### src/rtl/regfile_wb_arbiter.sv
// Round-robin writeback arbiter for the shared register-file write port, with a
// pending-write scoreboard. Optional same-cycle bypass: define REGFILE_WB_BYPASS_EN.
module regfile_wb_arbiter #(
  parameter  int N_REQ = 2,
  localparam int PTR_W = (N_REQ > 1) ? $clog2(N_REQ) : 1
) (
  input  logic                 clk,
  input  logic                 rst,
  input  logic [N_REQ-1:0]     req_valid,
  output logic [N_REQ-1:0]     req_ready,
  input  logic [5*N_REQ-1:0]   req_addr,
  input  logic [32*N_REQ-1:0]  req_data,
  output logic                 rf_wr_ena,
  output logic [4:0]           rf_wr_addr,
  output logic [31:0]          rf_wr_data,
  output logic [PTR_W-1:0]     grant_id,
  input  logic                 sb_set,
  input  logic [4:0]           sb_set_addr,
  input  logic [4:0]           sb_query_addr0,
  input  logic [4:0]           sb_query_addr1,
  output logic                 sb_busy0,
  output logic                 sb_busy1
`ifdef REGFILE_WB_BYPASS_EN
  ,
  output logic                 byp_hit0,
  output logic                 byp_hit1,
  output logic [31:0]          byp_data0,
  output logic [31:0]          byp_data1
`endif
);

  logic [4:0]       addr_arr [N_REQ];
  logic [31:0]      data_arr [N_REQ];

  logic [PTR_W-1:0] ptr_q, ptr_d;
  logic             grant_vld;
  logic [PTR_W-1:0] grant_idx;
  logic [PTR_W:0]   rr_sum;
  logic [PTR_W-1:0] rr_cand;

  logic             wr_ena_q, wr_ena_d;
  logic [4:0]       wr_addr_q, wr_addr_d;
  logic [31:0]      wr_data_q, wr_data_d;
  logic [PTR_W-1:0] grant_id_q, grant_id_d;

  logic [31:0]      busy_q, busy_d;
  logic [31:0]      set_mask, clr_mask;
  logic             busy_raw0, busy_raw1;

  for (genvar g = 0; g < N_REQ; g++) begin : g_unpack
    assign addr_arr[g] = req_addr[5*g +: 5];
    assign data_arr[g] = req_data[32*g +: 32];
  end

  // Scan from the pointer, wrapping at N_REQ; the first valid candidate wins.
  always_comb begin
    // NOTE: every combinational output gets a default first so no path leaves it
    // unassigned, which would otherwise infer a latch.
    grant_vld = 1'b0;
    grant_idx = '0;
    rr_sum    = '0;
    rr_cand   = '0;
    for (int i = 0; i < N_REQ; i++) begin
      rr_sum = {1'b0, ptr_q} + (PTR_W+1)'(i);
      if (rr_sum >= (PTR_W+1)'(N_REQ)) rr_sum = rr_sum - (PTR_W+1)'(N_REQ);
      rr_cand = rr_sum[PTR_W-1:0];
      if (!grant_vld && req_valid[rr_cand]) begin
        grant_vld = 1'b1;
        grant_idx = rr_cand;
      end
    end
    req_ready = grant_vld ? (N_REQ'(1) << grant_idx) : '0;
  end

  always_comb begin
    ptr_d      = ptr_q;
    wr_ena_d   = 1'b0;
    wr_addr_d  = wr_addr_q;
    wr_data_d  = wr_data_q;
    grant_id_d = grant_id_q;
    if (grant_vld) begin
      ptr_d      = (int'(grant_idx) == N_REQ - 1) ? '0 : grant_idx + PTR_W'(1);
      wr_ena_d   = (addr_arr[grant_idx] != 5'd0);
      wr_addr_d  = addr_arr[grant_idx];
      wr_data_d  = data_arr[grant_idx];
      grant_id_d = grant_idx;
    end
  end

  // Set is applied after clear so a same-edge set on the committing register wins.
  always_comb begin
    set_mask = sb_set ? (32'd1 << sb_set_addr) : 32'd0;
    clr_mask = wr_ena_q ? (32'd1 << wr_addr_q) : 32'd0;
    busy_d   = ((busy_q & ~clr_mask) | set_mask) & ~32'd1;
  end

  // NOTE: the busy bits are ordinary flops, not a RAM, so they take the async reset
  // like every other piece of state here.
  always_ff @(posedge clk or negedge rst) begin
    if (!rst) begin
      ptr_q      <= '0;
      wr_ena_q   <= 1'b0;
      wr_addr_q  <= '0;
      wr_data_q  <= '0;
      grant_id_q <= '0;
      busy_q     <= '0;
    end else begin
      // NOTE: non-blocking so every flop samples the pre-edge values of the others.
      ptr_q      <= ptr_d;
      wr_ena_q   <= wr_ena_d;
      wr_addr_q  <= wr_addr_d;
      wr_data_q  <= wr_data_d;
      grant_id_q <= grant_id_d;
      busy_q     <= busy_d;
    end
  end

  assign rf_wr_ena  = wr_ena_q;
  assign rf_wr_addr = wr_addr_q;
  assign rf_wr_data = wr_data_q;
  assign grant_id   = grant_id_q;

  assign busy_raw0 = busy_q[sb_query_addr0];
  assign busy_raw1 = busy_q[sb_query_addr1];

`ifdef REGFILE_WB_BYPASS_EN
  // A register being written this cycle is readable from the write port directly.
  assign byp_hit0  = wr_ena_q && (wr_addr_q == sb_query_addr0) && (sb_query_addr0 != 5'd0);
  assign byp_hit1  = wr_ena_q && (wr_addr_q == sb_query_addr1) && (sb_query_addr1 != 5'd0);
  assign byp_data0 = wr_data_q;
  assign byp_data1 = wr_data_q;
  assign sb_busy0  = busy_raw0 && !byp_hit0;
  assign sb_busy1  = busy_raw1 && !byp_hit1;
`else
  assign sb_busy0  = busy_raw0;
  assign sb_busy1  = busy_raw1;
`endif

endmodule

### config.mk
export PLATFORM = sky130hd
export DESIGN_NAME = regfile_wb_arbiter
export DESIGN_NICKNAME = d
export VERILOG_FILES = /design/src/rtl/regfile_wb_arbiter.sv
export SDC_FILE = /design/constraint.sdc
export NUM_CORES = 1
export LEC_CHECK = 0
export BUFFER_PORTS_ARGS = -buffer_cell sky130_fd_sc_hd__buf_2
export CORE_UTILIZATION = 50
export CTS_CLUSTER_DIAMETER = 50
export DETAILED_ROUTE_END_ITERATION = 16
export GPL_ROUTABILITY_DRIVEN = 0
export PLACE_DENSITY = 0.81
export SYNTH_ARGS = -nofsm -noshare
export SYNTH_HDL_FRONTEND = slang
export SYNTH_SLANG_ARGS = --single-unit
### constraint.sdc
create_clock -name clk -period 2.8 [get_ports clk]
set_clock_uncertainty 0.2 [all_clocks]
set_input_delay 0.56 -clock clk [delete_from_list [all_inputs] [get_ports clk]]
set_output_delay 0.56 -clock clk [all_outputs]
set_load 0.005 [all_outputs]
# After elaboration in Yosys (flattened, before gate mapping)
# Cells that the tools add are included.
# classes
add_sub_neg	4
order_cmp	7
shifts	3
mux	25
n_bitwise	4
reduce_logical	3
# ops
operator	n
2-to-1 mux 32 bit	5
<< shifter 1 x 5 -> 32 bit, first input constant	2
AND 32 bit	1
NOT 32 bit	1
bitwise OR 32 bit	1
2-to-1 mux 5 bit	3
2-to-1 mux 1 bit	14
less-than comparator 5 x 6 -> 1 bit, second input constant	2
binary-select mux 1 bit (select 5 bit)	2
nonzero test 5 bit	1
>= comparator 2 bit, second input constant	2
less-than comparator 1 x 2 -> 1 bit, second input constant	2
adder 1 x 1 -> 2 bit, second input constant	1
>= comparator 1 x 2 -> 1 bit, second input constant	1
2-to-1 mux 2 bit	1
NOT 1 -> 2 bit	1
<< shifter 1 x 1 -> 2 bit, first input constant	1
subtractor 1 bit, second input constant	2
adder 1 bit, second input constant	1
logical AND 1 bit	1
zero test 1 bit	1
# word_totals
regBits	71
inputBits	94
out_inout_bits	43
wordCells	52

# Longest topological paths before layout
# depth
word_depth	14
depth_mapped	6
depth_no_buf	5

# Least setup slack after synthesis
# OpenSTA, ideal clock, no wires.
# synth_path
path_kind	input to output
from	input port sb_query_addr0[0]
to	output port sb_busy0
t_arrival_ps	1480
required_time_ps	2040
setup_slack_ps	560
stages	5
n_path_buf	1
path_cell_list	buf_6 -> mux4_2 -> nand2b_1 -> o211ai_1 -> nand4_1
# synth_via
elab_chain_len	2
# synth_lines
element	line	text
from (decl)	19	input logic [4:0] sb_query_addr0,
binary-select mux 1 bit (select 5 bit)	123	assign busy_raw0 = busy_q[sb_query_addr0];
2-to-1 mux 1 bit (not written as such)	123	
to (decl)	21	output logic sb_busy0,
# Every way passes these cells. The select of a mux whose other input is x is not followed.

# Worst setup path in the final report
# Same ends and word-level chain as after synthesis.

==> metrics <==
total gr overflow 0; CTS Sinks 71; Crit Path Class in -> out; Power Density about 690 nW/µm²; most common cell after layout, fill and taps aside buf_2; peak supply drop 0.3777 mV; Critical Path Start Type primary input; Routed Antenna Nets 0; port bufs approximately 140; CTS Hold Bufs 0; Max Cap Viol 0; largest net degree at the start of global routing around 70; Final Cycle Share around nine tenths; setup TNS 0 ps; final hold violations 0; Rel. slew slack between 10% and 20%; row count 30; yosys warns 0; routing usage on met1 34.64%; GRT met2 Usage 51.61%; Post-CTS Setup Bufs 0; status completed; vias in the first global route 3557; Synth-to-Final Area Change 24.20%; routed vias 3573; setup violators final 0; PostCTS Resize Cnt 0; #FFs+latches synth 71; M3 GR Usage under 10%; Die Y 86.84 µm; Max Slew Vio Count 0; DP Cell Count 601; Tmin final approximately 2500 ps; I/O pin count approximately 140; WL final 10630 µm; Longest Clk Path Bufs 2; Die W 86.84 µm; max frequency between 300 and 400 MHz; CTS clk-pin slew, worst paths 70 ps; RSZ-0062 raised after global routing no; Least-Margin Pin Slew 1215 ps; layout cell share with drive strength beyond 1 a little under a third; Syn Area/Cell 9.298 µm²; CP Capture Type primary output; CTS Buf Count 9; overall global routing resource usage 29.57%; Non-Filler Instances between 600 and 700; Root Driver clkbuf_8; Die Footprint 7540 µm²; CTS tree done; Final HPWL DP 7907 µm; # fillers 578; clk_lat worst skew 340 ps; Inserted Diodes 0; Hold Path Class in -> async; grt peak-use layer met2; Post-Syn Nets 481; hold_ws 31.19 ps; H-tree depth 3; initial antenna violation count 0; Mapped Area approximately 3600 µm²; Initial Util 52.39%; post-synthesis sequential area ratio 49.37%; Post-Syn Instances 387; Arr. time, crit path approximately 1800 ps; wire per inst 17.31 µm; DRT iter0 DRCs 274; Max FO, Critical Path 7; leak pwr 0.002017 µW; Nets 610; Synth cell types 31; commonest non-fill, non-tap cells in the layout buf_2 (136), nor2_1 (79), dfrtp_1 (71); Vias/cell 5.819; Pre-Repair DR Iteration Count 5; Core ar. 6869 µm²; CP required just over 2000 ps; DRC viols 0; first-pass GRT wire length about 17000 µm
-- sequential cells by signal, summed over array words and instances (netlist names) --
name        count
rf_wr_data     32
ptr_q           1
rf_wr_addr      5
grant_id        1
busy_q         31
rf_wr_ena       1
-- power by group --
| part | switching [µW] | leakage [µW] | internal [µW] |
|---|---|---|---|
| clock network | 350 | 0.0000809 | 328 |
| logic | 429 | 0.00114 | 400 |
| registers | 263 | 0.000791 | 1310 |
| total | 1040 | 0.00202 | 2040 |
-- critical path: stages --
cell and delay (ps):
buf_2 180, mux4_2 510, nand2b_1 160, o2111ai_1 110, nand4_1 100, buf_2 140
-- final timing paths --
kind                                   start        endpoint  slack, ps  cells after the start
min                                      rst   rf_wr_data[6]         30                      2
min in group clk                req_data[58]  rf_wr_data[26]        240                      3
max                        sb_query_addr0[0]        sb_busy0        290                      6
min reg2reg                    rf_wr_data[6]   rf_wr_data[6]        320                      2
max reg2reg                    rf_wr_addr[0]       busy_q[8]       1050                      4
max in group asynchronous                rst  rf_wr_data[30]       2070                      2
-- cell usage after synthesis --
library cell,instances,share of area (%)
nand2_1,9,0.94
o21ai_0,63,8.8
a22oi_1,4,0.83
o2111ai_1,2,0.49
or2_2,6,1.0
buf_2,12,1.7
or4_1,2,0.42
nand4b_1,2,0.49
mux2_2,1,0.31
mux4_1,2,1.5
mux2i_1,18,5.0
a21oi_1,8,1.1
or3b_1,1,0.24
or2_1,2,0.35
o22ai_1,37,6.4
a31oi_1,2,0.35
mux4_2,4,2.5
nand3b_1,4,0.83
nand2b_1,14,2.4
o211ai_1,2,0.42
dfrtp_1,71,49
nor2_1,79,8.2
inv_1,8,0.83
clkbuf_1,5,0.52
a211oi_1,2,0.42
nor2b_1,5,0.87
buf_4,2,0.42
nand3_1,12,1.7
nand4_1,3,0.52
buf_6,2,0.63
o21ai_1,3,0.42
-- area by class of cell --
cell class / count / area [µm²] / share of cell area [%]
clock inverter: 2 / 10.01 / 0.2240
tap: 96 / 120.1 / 2.688
timing repair buffer: 139 / 715.7 / 16.01
multi-input combinational: 287 / 1675 / 37.49
clock buffer: 11 / 141.4 / 3.164
sequential: 71 / 1777 / 39.75
inverter: 8 / 30.03 / 0.6719
-- stage by stage --
stage | total power [µW] | setup slack [ps] | utilization [%] | area, µm²
after floorplan | 1992 | 560.2 | - | 3598
after global placement | 2341 | 316.3 | 62.86 | 4318
after detailed placement | 2398 | 282.8 | 62.86 | 4318
after CTS | 3063 | 283.8 | 65.06 | 4469
after global routing | 3241 | 224.0 | 65.06 | 4469
final | 3077 | 290.5 | 65.06 | 4469
-- kinds of logic after synthesis --
group	count (synthesis)	share of synthesized area, %
buffers and inverters	29	4.068
flip-flops	71	49.37
AO/OA/AOI/OAI	123	19.23
multiplexers	25	9.284
AND/OR/NAND/NOR	139	18.05
-- per-layer routing --
layer  wire length [µm]  up-vias
met3                886       31
met5                  0        -
met2               5340      187
met1               4077     1699
met4                324        0
li1                   -     1656
Power figures use the tool's default switching activity.
